--- config.mk ---
export PLATFORM = sky130hd
export DESIGN_NAME = clock_gate_ctrl
export DESIGN_NICKNAME = d
export VERILOG_FILES = /design/src/rtl/clock_gate_ctrl.sv
export SDC_FILE = /design/constraint.sdc
export NUM_CORES = 1
export LEC_CHECK = 0
export BUFFER_PORTS_ARGS = -buffer_cell sky130_fd_sc_hd__buf_2
export CORE_ASPECT_RATIO = 1.4
export CORE_UTILIZATION = 35
export CTS_CLUSTER_DIAMETER = 50
export DETAILED_ROUTE_END_ITERATION = 10
export GPL_TIMING_DRIVEN = 0
export PLACE_DENSITY = 0.5
export SYNTH_ARGS = -nofsm -noshare
export SYNTH_HDL_FRONTEND = slang
export SYNTH_SLANG_ARGS = --single-unit
--- constraint.sdc ---
create_clock -name clk -period 3.75 [get_ports clk]
set_input_delay 0.5625 -clock clk [delete_from_list [all_inputs] [get_ports clk]]
set_output_delay 0.5625 -clock clk [all_outputs]
set_load 0.01 [all_outputs]
--- src/rtl/clock_gate_ctrl.sv ---
// Enable generator for one gated clock domain: wake on demand, idle-out after a programmable run.
// clk_en rises one edge after demand is seen in OFF; wake_ack follows WAKE_CYCLES edges later.
module clock_gate_ctrl #(
  parameter int WAKE_CYCLES = 2,
  parameter int IDLE_WIDTH  = 8,
  parameter int STAT_WIDTH  = 16
) (
  input  logic                  clk,
  input  logic                  rst_b,
  input  logic                  auto_gate,
  input  logic [IDLE_WIDTH-1:0] idle_threshold,
  input  logic                  busy,
  input  logic                  wake_req,
  output logic                  wake_ack,
  output logic                  clk_en,
  input  logic                  stat_clr,
  output logic [STAT_WIDTH-1:0] gated_cycles
);

  typedef enum logic [1:0] {
    ST_OFF  = 2'd0,
    ST_WAKE = 2'd1,
    ST_ON   = 2'd2
  } state_t;

  localparam logic [7:0] WAKE_LOAD = 8'(WAKE_CYCLES - 1);

  state_t                state;
  state_t                state_nxt;
  logic [7:0]            wake_cnt;
  logic [7:0]            wake_cnt_nxt;
  logic [IDLE_WIDTH-1:0] idle_cnt;
  logic [IDLE_WIDTH-1:0] idle_cnt_nxt;
  logic                  demand;
  logic [IDLE_WIDTH:0]   idle_inc;
  logic [IDLE_WIDTH:0]   thr_eff;
  logic                  idle_expired;

  assign demand       = wake_req | busy | ~auto_gate;
  // One extra bit so idle_cnt+1 never wraps before the compare.
  assign idle_inc     = {1'b0, idle_cnt} + (IDLE_WIDTH+1)'(1);
  assign thr_eff      = (idle_threshold == '0) ? (IDLE_WIDTH+1)'(1) : {1'b0, idle_threshold};
  assign idle_expired = (idle_inc >= thr_eff);

  always_comb begin
    state_nxt    = state;
    wake_cnt_nxt = wake_cnt;
    idle_cnt_nxt = idle_cnt;
    case (state)
      ST_OFF: begin
        if (demand) begin
          state_nxt    = ST_WAKE;
          wake_cnt_nxt = WAKE_LOAD;
          idle_cnt_nxt = '0;
        end
      end
      ST_WAKE: begin
        if (wake_cnt == 8'd0) begin
          state_nxt    = ST_ON;
          idle_cnt_nxt = '0;
        end else begin
          wake_cnt_nxt = wake_cnt - 8'd1;
        end
      end
      ST_ON: begin
        if (demand) begin
          idle_cnt_nxt = '0;
        end else if (idle_expired) begin
          state_nxt    = ST_OFF;
          idle_cnt_nxt = '0;
        end else if (!(&idle_cnt)) begin
          idle_cnt_nxt = idle_inc[IDLE_WIDTH-1:0];
        end
      end
      default: begin
        state_nxt    = ST_OFF;
        wake_cnt_nxt = '0;
        idle_cnt_nxt = '0;
      end
    endcase
  end

  // Outputs are decoded from the next state so they are registered yet aligned with the state.
  always_ff @(posedge clk or negedge rst_b) begin
    if (!rst_b) begin
      state    <= ST_OFF;
      wake_cnt <= '0;
      idle_cnt <= '0;
      clk_en   <= 1'b0;
      wake_ack <= 1'b0;
    end else begin
      state    <= state_nxt;
      wake_cnt <= wake_cnt_nxt;
      idle_cnt <= idle_cnt_nxt;
      clk_en   <= (state_nxt != ST_OFF);
      wake_ack <= (state_nxt == ST_ON);
    end
  end

  always_ff @(posedge clk or negedge rst_b) begin
    if (!rst_b) begin
      gated_cycles <= '0;
    end else if (stat_clr) begin
      gated_cycles <= '0;
    end else if ((state == ST_OFF) && !(&gated_cycles)) begin
      gated_cycles <= gated_cycles + STAT_WIDTH'(1);
    end
  end

endmodule

==> flow_summary_export.csv <==
group,metric,value,unit
outcome,outcome,"finished, final reports clean",
route,first_iter_violations,57,
synthesis,ys_top_cells_by_count,"36 x dfrtp_1, 30 x nor2_1, 22 x nand2_1, 13 x inv_1, 12 x nand3_1",
route,viasPerCell,5.28,
clock_network,cts_tree,"done",
setup_path,critical_path_depth,11,
setup_path,crit_path_start_kind,"register",
synthesis,yosys_warnings,0,
min_path,hold_path.class,"in -> async",
setup_path,crit_family,"simple AND/OR/NAND/NOR gates",
timing,finalMaxSlewViolations,0,
global_routing,antenna_found_initial,0,
clock_network,hold_buffers,0,
clock_network,postCtsSetupBuffers,0,
placed_design,placed_cells,340,
floorplanning,ios,32,
setup_path,worstPathArrival,3.17,ns
global_routing,grt_pass1_wl,7670,um
job,max_cap_violations,0,
synthesis,synth_ff_type,"dfrtp_1",
setup_path,slowest_stage,"dfrtp_1",
clock_network,cts_root_buf,"clkbuf_8",
clock_network,numCtsBuffers,5,
route,drt-pass1-iter-count,4,
timing,tightest_slew,0.824,ns
synthesis,yosysTopAreaCell,"dfrtp_1",
setup_path,timing.critical_path.cells,"ha_1 > nand3_1 > or2_1 > and2_1 > or2_1 > ha_1 > and3_1 > a22o_1 > nor4b_4 > a311oi_1 > nor2_1",
final_layout,drive_gt1_frac,0.183,
synthesis,yosysMostFrequentCell,"dfrtp_1",
floorplanning,row_count,33,
pwr,total_leakage_power,1.23,nW
global_routing,grt_usage,0.159,
timing,fin_tns_setup,0,ns
synthesis,synth_top_area_frac,0.414,
timing,final_hold_viol_count,0,
final_layout,final_cells,348,
floorplanning,fp.dieW,68.7,um
setup_path,cp.required,3.98,ns
setup_path,critPathBufInv,0,
floorplanning,dieArea,6540,sq um
placed_design,place_congestion,0.775,
setup_path,cp-end-kind,"register",
timing,setup_viol,0,
placed_design,dp_hpwl,3550,um
global_routing,grt_max_degree,37,
setup_path,critPathMaxFanout,6,
synthesis,ys_types,51,
timing,rsz0062_at_grt,"false",
synthesis,synth_area_leaders,"dfrtp_1 41%, ha_1 6.3%, nor2_1 5.2%",
synthesis,ys_seq_area_frac,0.414,
setup_path,cp_slowest_stage_delay,0.44,ns
timing,max_freq,0.340,GHz
final_layout,fillCellCount,648,
floorplanning,core,5950,sq um
synthesis,synth_nets,265,
pwr,max-vdd-ir-drop,0.258,mV
timing,max-slew-margin-rel,0.451,
global_routing,gr-total-overflow,0,
timing,clock_skew,0.00474,ns
placed_design,port_buffers,30,
route,routedWlPerCell,13.6,um
synthesis,synth_seq_cells,36,
timing,fin_crit,2.94,ns
timing,fin_crit_sh,0.785,
synthesis,syn_area,2180,sq um
final_layout,antenna_cells,0,
synthesis,syn_avg_cell_area,9.07,sq um
clock_network,htreeDepth,2,
final_layout,areaGrowthSynthToFinish,15.2,%
setup_path,reg2regPathDepth,11,
synthesis,synth_cells,240,
route,finalWirelength,4720,um
setup_path,path_class,"reg -> reg",
synthesis,synth-edff-count,0,
setup_path,ff2ff_setup_slack,0.81,ns
route,ant_nets,0,
final_layout,nets,302,
synthesis,synth_async_sr_flop_share,1.00,
clock_network,clk-insertion-delay-late,0.29,ns
final_layout,seqCellArea,901,sq um
route,num_vias,1838,
floorplanning,dieHeight,95.3,um
clock_network,clk_pin_slew,0.07,ns
pwr,p_per_area,506,nW/um^2
clock_network,cts_resized,0,
clock_network,clock-sinks,36,
final_layout,multiInputGateArea,1190,sq um
route,drc,0,
clock_network,cts_buffer_depth,2,
global_routing,grt_pass1_vias,1667,
floorplanning,start_util,0.366,
per-layer routing:
layer / up-vias / share of wire / GRT usage
li1: 926 / - / -
met1: 876 / 0.44 / 0.182
met2: 28 / 0.51 / 0.276
met3: 8 / 0.025 / 0.0323
met4: 0 / 0.021 / 0.0747
met5: - / 0 / 0
cell usage in the layout (no fill, tap or decap), drive strengths merged, types with 4 or more instances in the layout:
cell type / synthesis / routed
nor4: 4 / 4
nor3: 5 / 5
ha: 11 / 11
or3: 4 / 4
nand2: 22 / 22
nand3: 12 / 12
inv: 14 / 14
clkbuf: 3 / 9
and3: 4 / 4
nand4: 7 / 7
dfrtp: 36 / 36
or2: 7 / 7
o21ai: 16 / 16
nor2: 30 / 30
xnor2: 4 / 4
a21oi: 7 / 7
buf: 3 / 33
xor2: 10 / 10
area by class of cell:
class	instances	share of cell area
flip-flops and latches	36	0.359
clock buffers	6	0.0329
repair buffers	30	0.0599
clock inverters	2	0.00399
multi-input cells	184	0.476
inverters	14	0.0210
well taps	70	0.0349
plain buffers	6	0.0125
final timing paths:
| kind | start | end |
|---|---|---|
| max | idle_cnt[0] | idle_cnt[3] |
| min | rst_b | gated_cycles[4] |
| max reg2reg | idle_cnt[0] | idle_cnt[3] |
| min reg2reg | wake_cnt[7] | wake_cnt[7] |
| max in group asynchronous | rst_b | wake_cnt[2] |
| min in group clk | wake_cnt[7] | wake_cnt[7] |
registers in the layout, indices dropped and copies added (netlist names):
name          flops
gated_cycles     16
idle_cnt          8
wake_cnt          8
state             2
clk_en            1
wake_ack          1
where the power goes:
| group | total [mW] | switching (mW) | internal [mW] |
|---|---|---|---|
| Clock | 0.288 | 0.142 | 0.147 |
| Sequential | 0.499 | 0.0497 | 0.450 |
| Combinational | 0.480 | 0.295 | 0.185 |
| Total | 1.27 | 0.486 | 0.781 |
logic make-up (layout without fill, tap and decap cells):
| family | count (synthesis) | count (layout) | synth area share |
|---|---|---|---|
| simple gates | 110 | 110 | 0.274 |
| fa+ha+maj | 11 | 11 | 0.0632 |
| flops | 36 | 36 | 0.414 |
| compound gates | 48 | 48 | 0.149 |
| xor+xnor | 14 | 14 | 0.0563 |
| mux | 1 | 1 | 0.00460 |
| buf+inv | 20 | 58 | 0.0385 |
stage by stage:
step	total power, mW	worst slack, ns	utilization	area (sq um)	hold slack, ns
2_1_floorplan	0.857	1.15	-	2180	0.267
3_3_place_gp	0.995	0.801	0.406	2410	0.499
3_5_place_dp	0.993	0.792	0.406	2410	0.491
6_report	1.27	0.808	0.422	2510	0.365
4_1_cts	1.29	0.769	0.422	2510	0.400
5_1_grt	1.37	0.587	0.422	2510	0.433
No activity file was read; power rests on OpenSTA's default activity.
